### src/rtl/riscv_pkg.sv
// riscv_pkg: shared EduRISC-V datapath constants and types.
//   XLEN       - architectural register / datapath width
//   perf_cnt_t - 32-bit performance counter type
package riscv_pkg;

   localparam int XLEN = 32;

   typedef logic [31:0] perf_cnt_t;

endpackage

### src/rtl/pipe_skid_stage.sv
// pipe_skid_stage: one elastic stage made of a main register and a skid register.
//   clk        in   clock, all state updates on posedge
//   reset      in   synchronous active-low reset (0 = reset)
//   flush      in   drop buffered beats (valid bits clear, data kept)
//   in_valid   in   upstream beat present
//   in_ready   out  registered; high while the skid register is empty
//   in_data    in   upstream payload
//   out_valid  out  main register holds a beat
//   out_ready  in   downstream accepts the main register
//   out_data   out  main register payload
module pipe_skid_stage
   import riscv_pkg::*;
#(
   parameter int               WIDTH     = XLEN,
   parameter logic [WIDTH-1:0] RESET_VAL = '0
) (
   input  logic             clk,
   input  logic             reset,
   input  logic             flush,
   input  logic             in_valid,
   output logic             in_ready,
   input  logic [WIDTH-1:0] in_data,
   output logic             out_valid,
   input  logic             out_ready,
   output logic [WIDTH-1:0] out_data
);

   logic             main_v_q, main_v_d, skid_v_q, skid_v_d, rdy_q;
   logic [WIDTH-1:0] main_q, main_d, skid_q, skid_d;
   logic             acc, pop, load;

   assign acc  = in_valid && rdy_q;
   assign pop  = main_v_q && out_ready;
   // main slot is free to be refilled this cycle (empty or being drained)
   assign load = !main_v_q || pop;

   // acc implies the skid is empty, so skid and input never compete for main
   always_comb begin
      main_v_d = load ? (skid_v_q || acc) : main_v_q;
      main_d   = (load && skid_v_q) ? skid_q : ((load && acc) ? in_data : main_q);
      skid_v_d = load ? 1'b0 : (skid_v_q || acc);
      skid_d   = (!load && acc) ? in_data : skid_q;
   end

   always_ff @(posedge clk) begin
      if (!reset) begin
         main_v_q <= 1'b0;
         skid_v_q <= 1'b0;
         rdy_q    <= 1'b0;
         main_q   <= RESET_VAL;
         skid_q   <= RESET_VAL;
      end else if (flush) begin
         main_v_q <= 1'b0;
         skid_v_q <= 1'b0;
         rdy_q    <= 1'b1;
      end else begin
         main_v_q <= main_v_d;
         skid_v_q <= skid_v_d;
         rdy_q    <= !skid_v_d;
         main_q   <= main_d;
         skid_q   <= skid_d;
      end
   end

   assign in_ready  = rdy_q;
   assign out_valid = main_v_q;
   assign out_data  = main_q;

endmodule

### src/rtl/pipe_reg.sv
// pipe_reg: elastic pipeline register, STAGES chained skid stages, full throughput.
//   clk            in   clock
//   reset          in   synchronous active-low reset (0 = reset)
//   flush          in   drop all buffered beats
//   in_valid/in_ready/in_data     upstream handshake (in_ready is registered)
//   out_valid/out_ready/out_data  downstream handshake
//   perf_stall_cnt out  saturating count of out_valid && !out_ready cycles,
//                       present only when PIPE_REG_PERF_EN is defined
module pipe_reg
   import riscv_pkg::*;
#(
   parameter int               WIDTH     = XLEN,
   parameter int               STAGES    = 1,
   parameter logic [WIDTH-1:0] RESET_VAL = '0
) (
   input  logic             clk,
   input  logic             reset,
   input  logic             flush,
   input  logic             in_valid,
   output logic             in_ready,
   input  logic [WIDTH-1:0] in_data,
   output logic             out_valid,
   input  logic             out_ready,
   output logic [WIDTH-1:0] out_data
`ifdef PIPE_REG_PERF_EN
   ,
   output perf_cnt_t        perf_stall_cnt
`endif
);

   // link i is the input side of stage i; link STAGES is the block output
   logic [STAGES:0]  v, r;
   logic [WIDTH-1:0] d [STAGES+1];

   assign v[0]      = in_valid;
   assign d[0]      = in_data;
   assign r[STAGES] = out_ready;
   assign in_ready  = r[0];
   assign out_valid = v[STAGES];
   assign out_data  = d[STAGES];

   for (genvar i = 0; i < STAGES; i++) begin : g_stage
      pipe_skid_stage #(
         .WIDTH     (WIDTH),
         .RESET_VAL (RESET_VAL)
      ) u_stage (
         .clk       (clk),
         .reset     (reset),
         .flush     (flush),
         .in_valid  (v[i]),
         .in_ready  (r[i]),
         .in_data   (d[i]),
         .out_valid (v[i+1]),
         .out_ready (r[i+1]),
         .out_data  (d[i+1])
      );
   end

`ifdef PIPE_REG_PERF_EN
   perf_cnt_t cnt_q, cnt_d;

   // flush deliberately leaves the counter running; only reset clears it
   always_comb cnt_d = (out_valid && !out_ready && cnt_q != '1) ? cnt_q + 1'b1 : cnt_q;

   always_ff @(posedge clk) begin
      if (!reset) cnt_q <= '0;
      else        cnt_q <= cnt_d;
   end

   assign perf_stall_cnt = cnt_q;
`endif

endmodule
### config.mk
export PLATFORM = sky130hd
export DESIGN_NAME = pipe_reg
export DESIGN_NICKNAME = d
export VERILOG_FILES = /design/src/rtl/riscv_pkg.sv /design/src/rtl/pipe_skid_stage.sv /design/src/rtl/pipe_reg.sv
export SDC_FILE = /design/constraint.sdc
export NUM_CORES = 1
export LEC_CHECK = 0
export ABC_AREA = 0
export CAP_MARGIN = 20
export CORE_MARGIN = 2
export CORE_UTILIZATION = 50
export DETAILED_ROUTE_END_ITERATION = 16
export PLACE_DENSITY = 0.85
export SLEW_MARGIN = 5
export SYNTH_ARGS = -nofsm -noshare
export SYNTH_HDL_FRONTEND = slang
export SYNTH_SLANG_ARGS = --single-unit
### constraint.sdc
create_clock -name clk -period 1.5 [get_ports clk]
set_clock_uncertainty 0.05 [all_clocks]
set_input_delay 0.15 -clock clk [delete_from_list [all_inputs] [get_ports clk]]
set_output_delay 0.15 -clock clk [all_outputs]
set_load 0.02 [all_outputs]
Word-level counts from Yosys, hierarchy flattened --
Cells that the tools add are included.
Operators by class: order comparisons 0, bitwise logic cells 2, eq/ne operators 0, multipliers 0, div/mod/pow operators 0, add/subtract/negate cells 0, mux-type cells 4, shifts and indexed selects 0, reduce and logical (&&, ||, !) cells 14
Operators with widths (count):
- two-way mux 32 bit | 2
- logical AND 1 bit | 5
- AND reduction 2 bit | 2
- logical NOT 1 bit | 3
- logical OR 1 bit | 2
- two-way mux 1 bit | 2
- inverter 1 bit | 2
- nonzero test 2 bit | 1
- OR reduction 2 bit | 1
Storage, ports and cells: latch bits 0, word-level logic and storage cells 25, bits in read-only memories 0, bits in writable memories 0, memories 0, flip-flop bits (word level) 67

Longest topological paths before layout --
Gate-level depths: netlist of the first run.
depth after elaboration 5, mapped depth 6

Least setup slack after synthesis of the first run --
Ideal clock, no wire load.
path kind reg2reg, from reg g_stage[0].u_stage.rdy_q, to reg g_stage[0].u_stage.skid_q[0], library setup time 0.072 ns, arrival time 1.287 ns, stages on the path, launching flop included 5, slack 0.091 ns, data required time 1.378 ns, buffers on the path 1, clock period less this slack 1.409 ns, path through dfxtp_1 -> nand2_1 -> nor3_2 -> buf_4 -> mux2i_1
Between the ends: word-level cells in the longest chain between the ends 3
RTL lines:
- from (decl) | RTL line pipe_skid_stage.sv:28 | logic main_v_q, main_v_d, skid_v_q, skid_v_d, rdy_q;
- from (signal assigned) | RTL line pipe_skid_stage.sv:59 | rdy_q <= !skid_v_d;
- logical AND 1 bit | RTL line pipe_skid_stage.sv:32 | assign acc = in_valid && rdy_q;
- logical AND 1 bit | RTL line pipe_skid_stage.sv:42 | skid_d = (!load && acc) ? in_data : skid_q;
- AND reduction 2 bit (no line)
- to (signal assigned) | RTL line pipe_skid_stage.sv:61 | skid_q <= skid_d;
- to (decl) | RTL line pipe_skid_stage.sv:29 | logic [WIDTH-1:0] main_q, main_d, skid_q, skid_d;
No other way between the ends. A chain may end at the register's enable or synchronous reset.

Worst setup path after layout of the first run --
from reg g_stage[0].u_stage.main_q[9], to out out_data[9]
RTL lines:
- from (decl) | RTL line pipe_skid_stage.sv:29
- from (signal assigned) | RTL line pipe_skid_stage.sv:60 | main_q <= main_d;
- to (decl) | RTL line pipe_reg.sv:24 | output logic [WIDTH-1:0] out_data
No word-level cell between the ends.

==> flow_metrics.env, run 1 <==
export IMPL_status="complete, no violations"
export IMPL_critPathMaxFanout=2
export IMPL_critPathCaptureType="output port"
export IMPL_grt_pass1_wl_um=9720
export IMPL_synth_distinct_cells=17
export IMPL_postCtsSetupBuffers=0
export IMPL_grt_pass1_vias=2198
export IMPL_num_io_pins=71
export IMPL_cp_required_ns=1.30
export IMPL_leakage_uw=0.00209
export IMPL_post_route_period_util=0.968
export IMPL_cts_root_buf="clkbuf_8"
export IMPL_drt_initial_drc_count=69
export IMPL_synth_fp_nets=365
export IMPL_worstSetupStartpointType="flip-flop"
export IMPL_holdBufCountCts=0
export IMPL_synthesis_area_mm2=0.00305
export IMPL_hold_viol_final=0
export IMPL_reg2reg_depth=4
export IMPL_yosys_area_share_adder=0
export IMPL_cts_buffer_depth=2
export IMPL_rsz0062_at_grt="no"
export IMPL_via_per_inst=4.91
export IMPL_critPathKind="flip-flop to output port"
export IMPL_worstMarginPinSlew_ns=0.259
export IMPL_critPathMaxStageDelay_ns=0.60
export IMPL_vias=2322
export IMPL_initial_core_util=0.515
export IMPL_rows=28
export IMPL_dieArea_mm2=0.00673
export IMPL_reg2reg_from="g_stage[0].u_stage.in_ready"
export IMPL_crit_buf_inv=1
export IMPL_clkPwrFrac=0.369
export IMPL_min_path_type="input pin to flip-flop"
export IMPL_nets=430
export IMPL_firstDrtPassIters=4
export IMPL_max_slew_margin=0.827
export IMPL_post_drt_wl_per_cell_um=12.8
export IMPL_clock_sinks=67
export IMPL_maxCapViolations=0
export IMPL_area_delta_synth_final_pct=32.4
export IMPL_cts_buffers=9
export IMPL_antenna_diode_count=0
export IMPL_h_tree_depth=3
export IMPL_die_w_um=82.1
export IMPL_dp_hpwl_um=4110
export IMPL_ff2ff_setup_slack_ns=0.15
export IMPL_synthXorXnorAreaFrac=0
export IMPL_worstHoldStart="reset"
export IMPL_grt_max_degree=53
export IMPL_holdWs_ns=0.0951
export IMPL_routed_wl_um=6070
export IMPL_cp_depth=1
export IMPL_drv_slew=0
export IMPL_cp_slowest_cell="clkdlybuf4s50_1"
export IMPL_ys_seq_elements=67
export IMPL_ant_nets=0
export IMPL_route_detailed_drc=0
export IMPL_synth_top_family_by_area="multiplexers"
export IMPL_yosys_area_share_simple=0.172
export IMPL_r2r_end="g_stage[0].u_stage.skid_q[17]"
export IMPL_core_mm2=0.00592
export IMPL_setup_viol=0
export IMPL_cts_tree="done"
export IMPL_vdd_drop_max_mv=0.533
export IMPL_cp_top_family="buffers and inverters"
export IMPL_powerDensity_mw_per_mm2=887
export IMPL_gp_congestion=0.760
export IMPL_port_buffers=70
export IMPL_antenna_found_initial=0
export IMPL_post_route_min_period_ns=1.45
export IMPL_synth_compound_area_frac=0.00739
export IMPL_netlist_instances=328
export IMPL_power_share_combinational=0.119
export IMPL_cts_reportedPaths_clkPinSlew_ns=0.07
export IMPL_p_seq_frac=0.512
export IMPL_dieHeight_um=82.1
export IMPL_worst_ep_arrival_time_ns=1.25
export IMPL_final_util=0.682
export IMPL_switchingPower_uw=853
export IMPL_drive_above_1_share=0.148
export IMPL_p_sw_frac=0.238
export IMPL_design_area_mm2=0.00404
export IMPL_clk_latency_ns=0.33
export IMPL_grt_usage=0.191
export IMPL_fmax_ghz=0.689
export IMPL_critical_path_cell_chain="clkdlybuf4s50_1"
export IMPL_holdPathStages=3
export IMPL_synth_mux_area_frac=0.329
export IMPL_placed_cell_area_mm2=0.00382
export IMPL_ys_warn_count=0
export IMPL_synth_avg_cell_area_um2=9.29
export IMPL_intPower_uw=2730
export IMPL_whs_endpoint="g_stage[0].u_stage.out_data[12]"
export IMPL_yosysSeqAreaShare=0.440
export IMPL_grt_remaining_overflow=0
[layout by cell type, fill, tap and decap left out, drive strengths merged]
cell and count:
and2 1, a21oi 2, nor3 2, clkbuf 14, clkdlybuf4s50 36, nor2b 1, inv 1, a211o 1
dlymetal6s2s 23, nand2 129, mux2i 64, mux2 32, buf 11, clkinv 2, dlygate4sd2 10, dfxtp 67
nand2b 2
[cell usage after synthesis (all sizes together)]
| cell | number | share of area |
|---|---|---|
| a211o | 1 | 0.0029 |
| nor3 | 2 | 0.0049 |
| nor2b | 1 | 0.0021 |
| a21oi | 2 | 0.0045 |
| nand2b | 2 | 0.0041 |
| clkbuf | 9 | 0.011 |
| dfxtp | 67 | 0.44 |
| buf | 17 | 0.039 |
| mux2 | 32 | 0.12 |
| and2 | 1 | 0.0021 |
| nand2 | 129 | 0.16 |
| mux2i | 64 | 0.21 |
| inv | 1 | 0.0012 |
[power by group through the flow]
stage | registers [µW] | clock network (µW) | logic (µW)
3_3_place_gp | 1870 | 0 | 429
6_report | 1830 | 1320 | 427
4_1_cts | 1830 | 1350 | 434
5_1_grt | 1830 | 1430 | 464
3_5_place_dp | 1870 | 0 | 438
2_1_floorplan | 1910 | 0 | 192
[layout make-up]
cell class                 count  area [µm²]
clock buffer                  14         163
clock inverter                 2        10.0
fill                         494        1890
inverter                       1        3.75
multi-input combinational    234        1560
sequential                    67        1340
tap                           75        93.8
timing repair buffer          80         868
[kinds of logic (layout without fill, tap and decap cells)]
logic type / Yosys count / count (layout)
compound gates: 3 / 3
buf+inv: 27 / 97
flops: 67 / 67
mux: 96 / 96
simple gates: 135 / 135
[state kept, by name, summed over array words and instances (netlist names)]
name                       flops
g_stage.u_stage.out_valid      1
g_stage.u_stage.skid_q        32
g_stage.u_stage.out_data      32
g_stage.u_stage.skid_v_q       1
g_stage.u_stage.in_ready       1
[what timing repair did]
action / in CTS / in global routing
gates resized for setup: 10 / 23
endpoints found under the setup margin: 10 / 23
endpoints found under the hold margin: 0 / 0
[how the worst max path moves through the flow]
stage | startpoint | slack [ns] | endpoint
2_1_floorplan | g_stage[0].u_stage.in_ready | 0.09 | g_stage[0].u_stage.skid_q[0]
3_3_place_gp | in_valid | -0.06 | g_stage[0].u_stage.out_data[17]
3_5_place_dp | in_valid | -0.12 | g_stage[0].u_stage.skid_q[17]
4_1_cts | g_stage[0].u_stage.out_data[16] | 0.0002 | out_data[16]
5_1_grt | g_stage[0].u_stage.out_data[9] | 0.001 | out_data[9]
6_report | g_stage[0].u_stage.out_data[9] | 0.05 | out_data[9]
[per-layer routing]
metal,global-route usage,wire length [µm]
met4,0.0833,89
met1,0.227,2760
met2,0.320,2970
met3,0.0538,252
met5,0,0
[through the flow]
stage	power [µW]	worst slack [ns]	TNS [ns]	cells
global route	3730	0.00132	0	473
detailed placement	2310	-0.117	-4.18	457
CTS	3620	0.000163	0	473
finish	3580	0.0485	0	473
floorplan	2100	0.0911	0	328
global placement	2300	-0.0605	-3.32	457
No activity file was read; power rests on OpenSTA's default activity.
==> run 2, diff against run 1 <==
--- a/config.mk
+++ b/config.mk
@@ -6,7 +6,6 @@
 export NUM_CORES = 1
 export LEC_CHECK = 0
 export ABC_AREA = 0
-export CAP_MARGIN = 20
 export CORE_MARGIN = 2
 export CORE_UTILIZATION = 50
 export DETAILED_ROUTE_END_ITERATION = 16
==> results of run 2 <==
No change in the layout: final DEF, timing and power equal those of run 1.
==> run 3, diff against run 2 <==
--- a/config.mk
+++ b/config.mk
@@ -6,8 +6,10 @@
 export NUM_CORES = 1
 export LEC_CHECK = 0
 export ABC_AREA = 0
+export CAP_MARGIN = 25
 export CORE_MARGIN = 2
 export CORE_UTILIZATION = 50
+export CTS_CLUSTER_SIZE = 16
 export DETAILED_ROUTE_END_ITERATION = 16
 export PLACE_DENSITY = 0.85
 export SLEW_MARGIN = 5
==> results of run 3 <==
No change in the layout: final DEF, timing and power equal those of run 1.
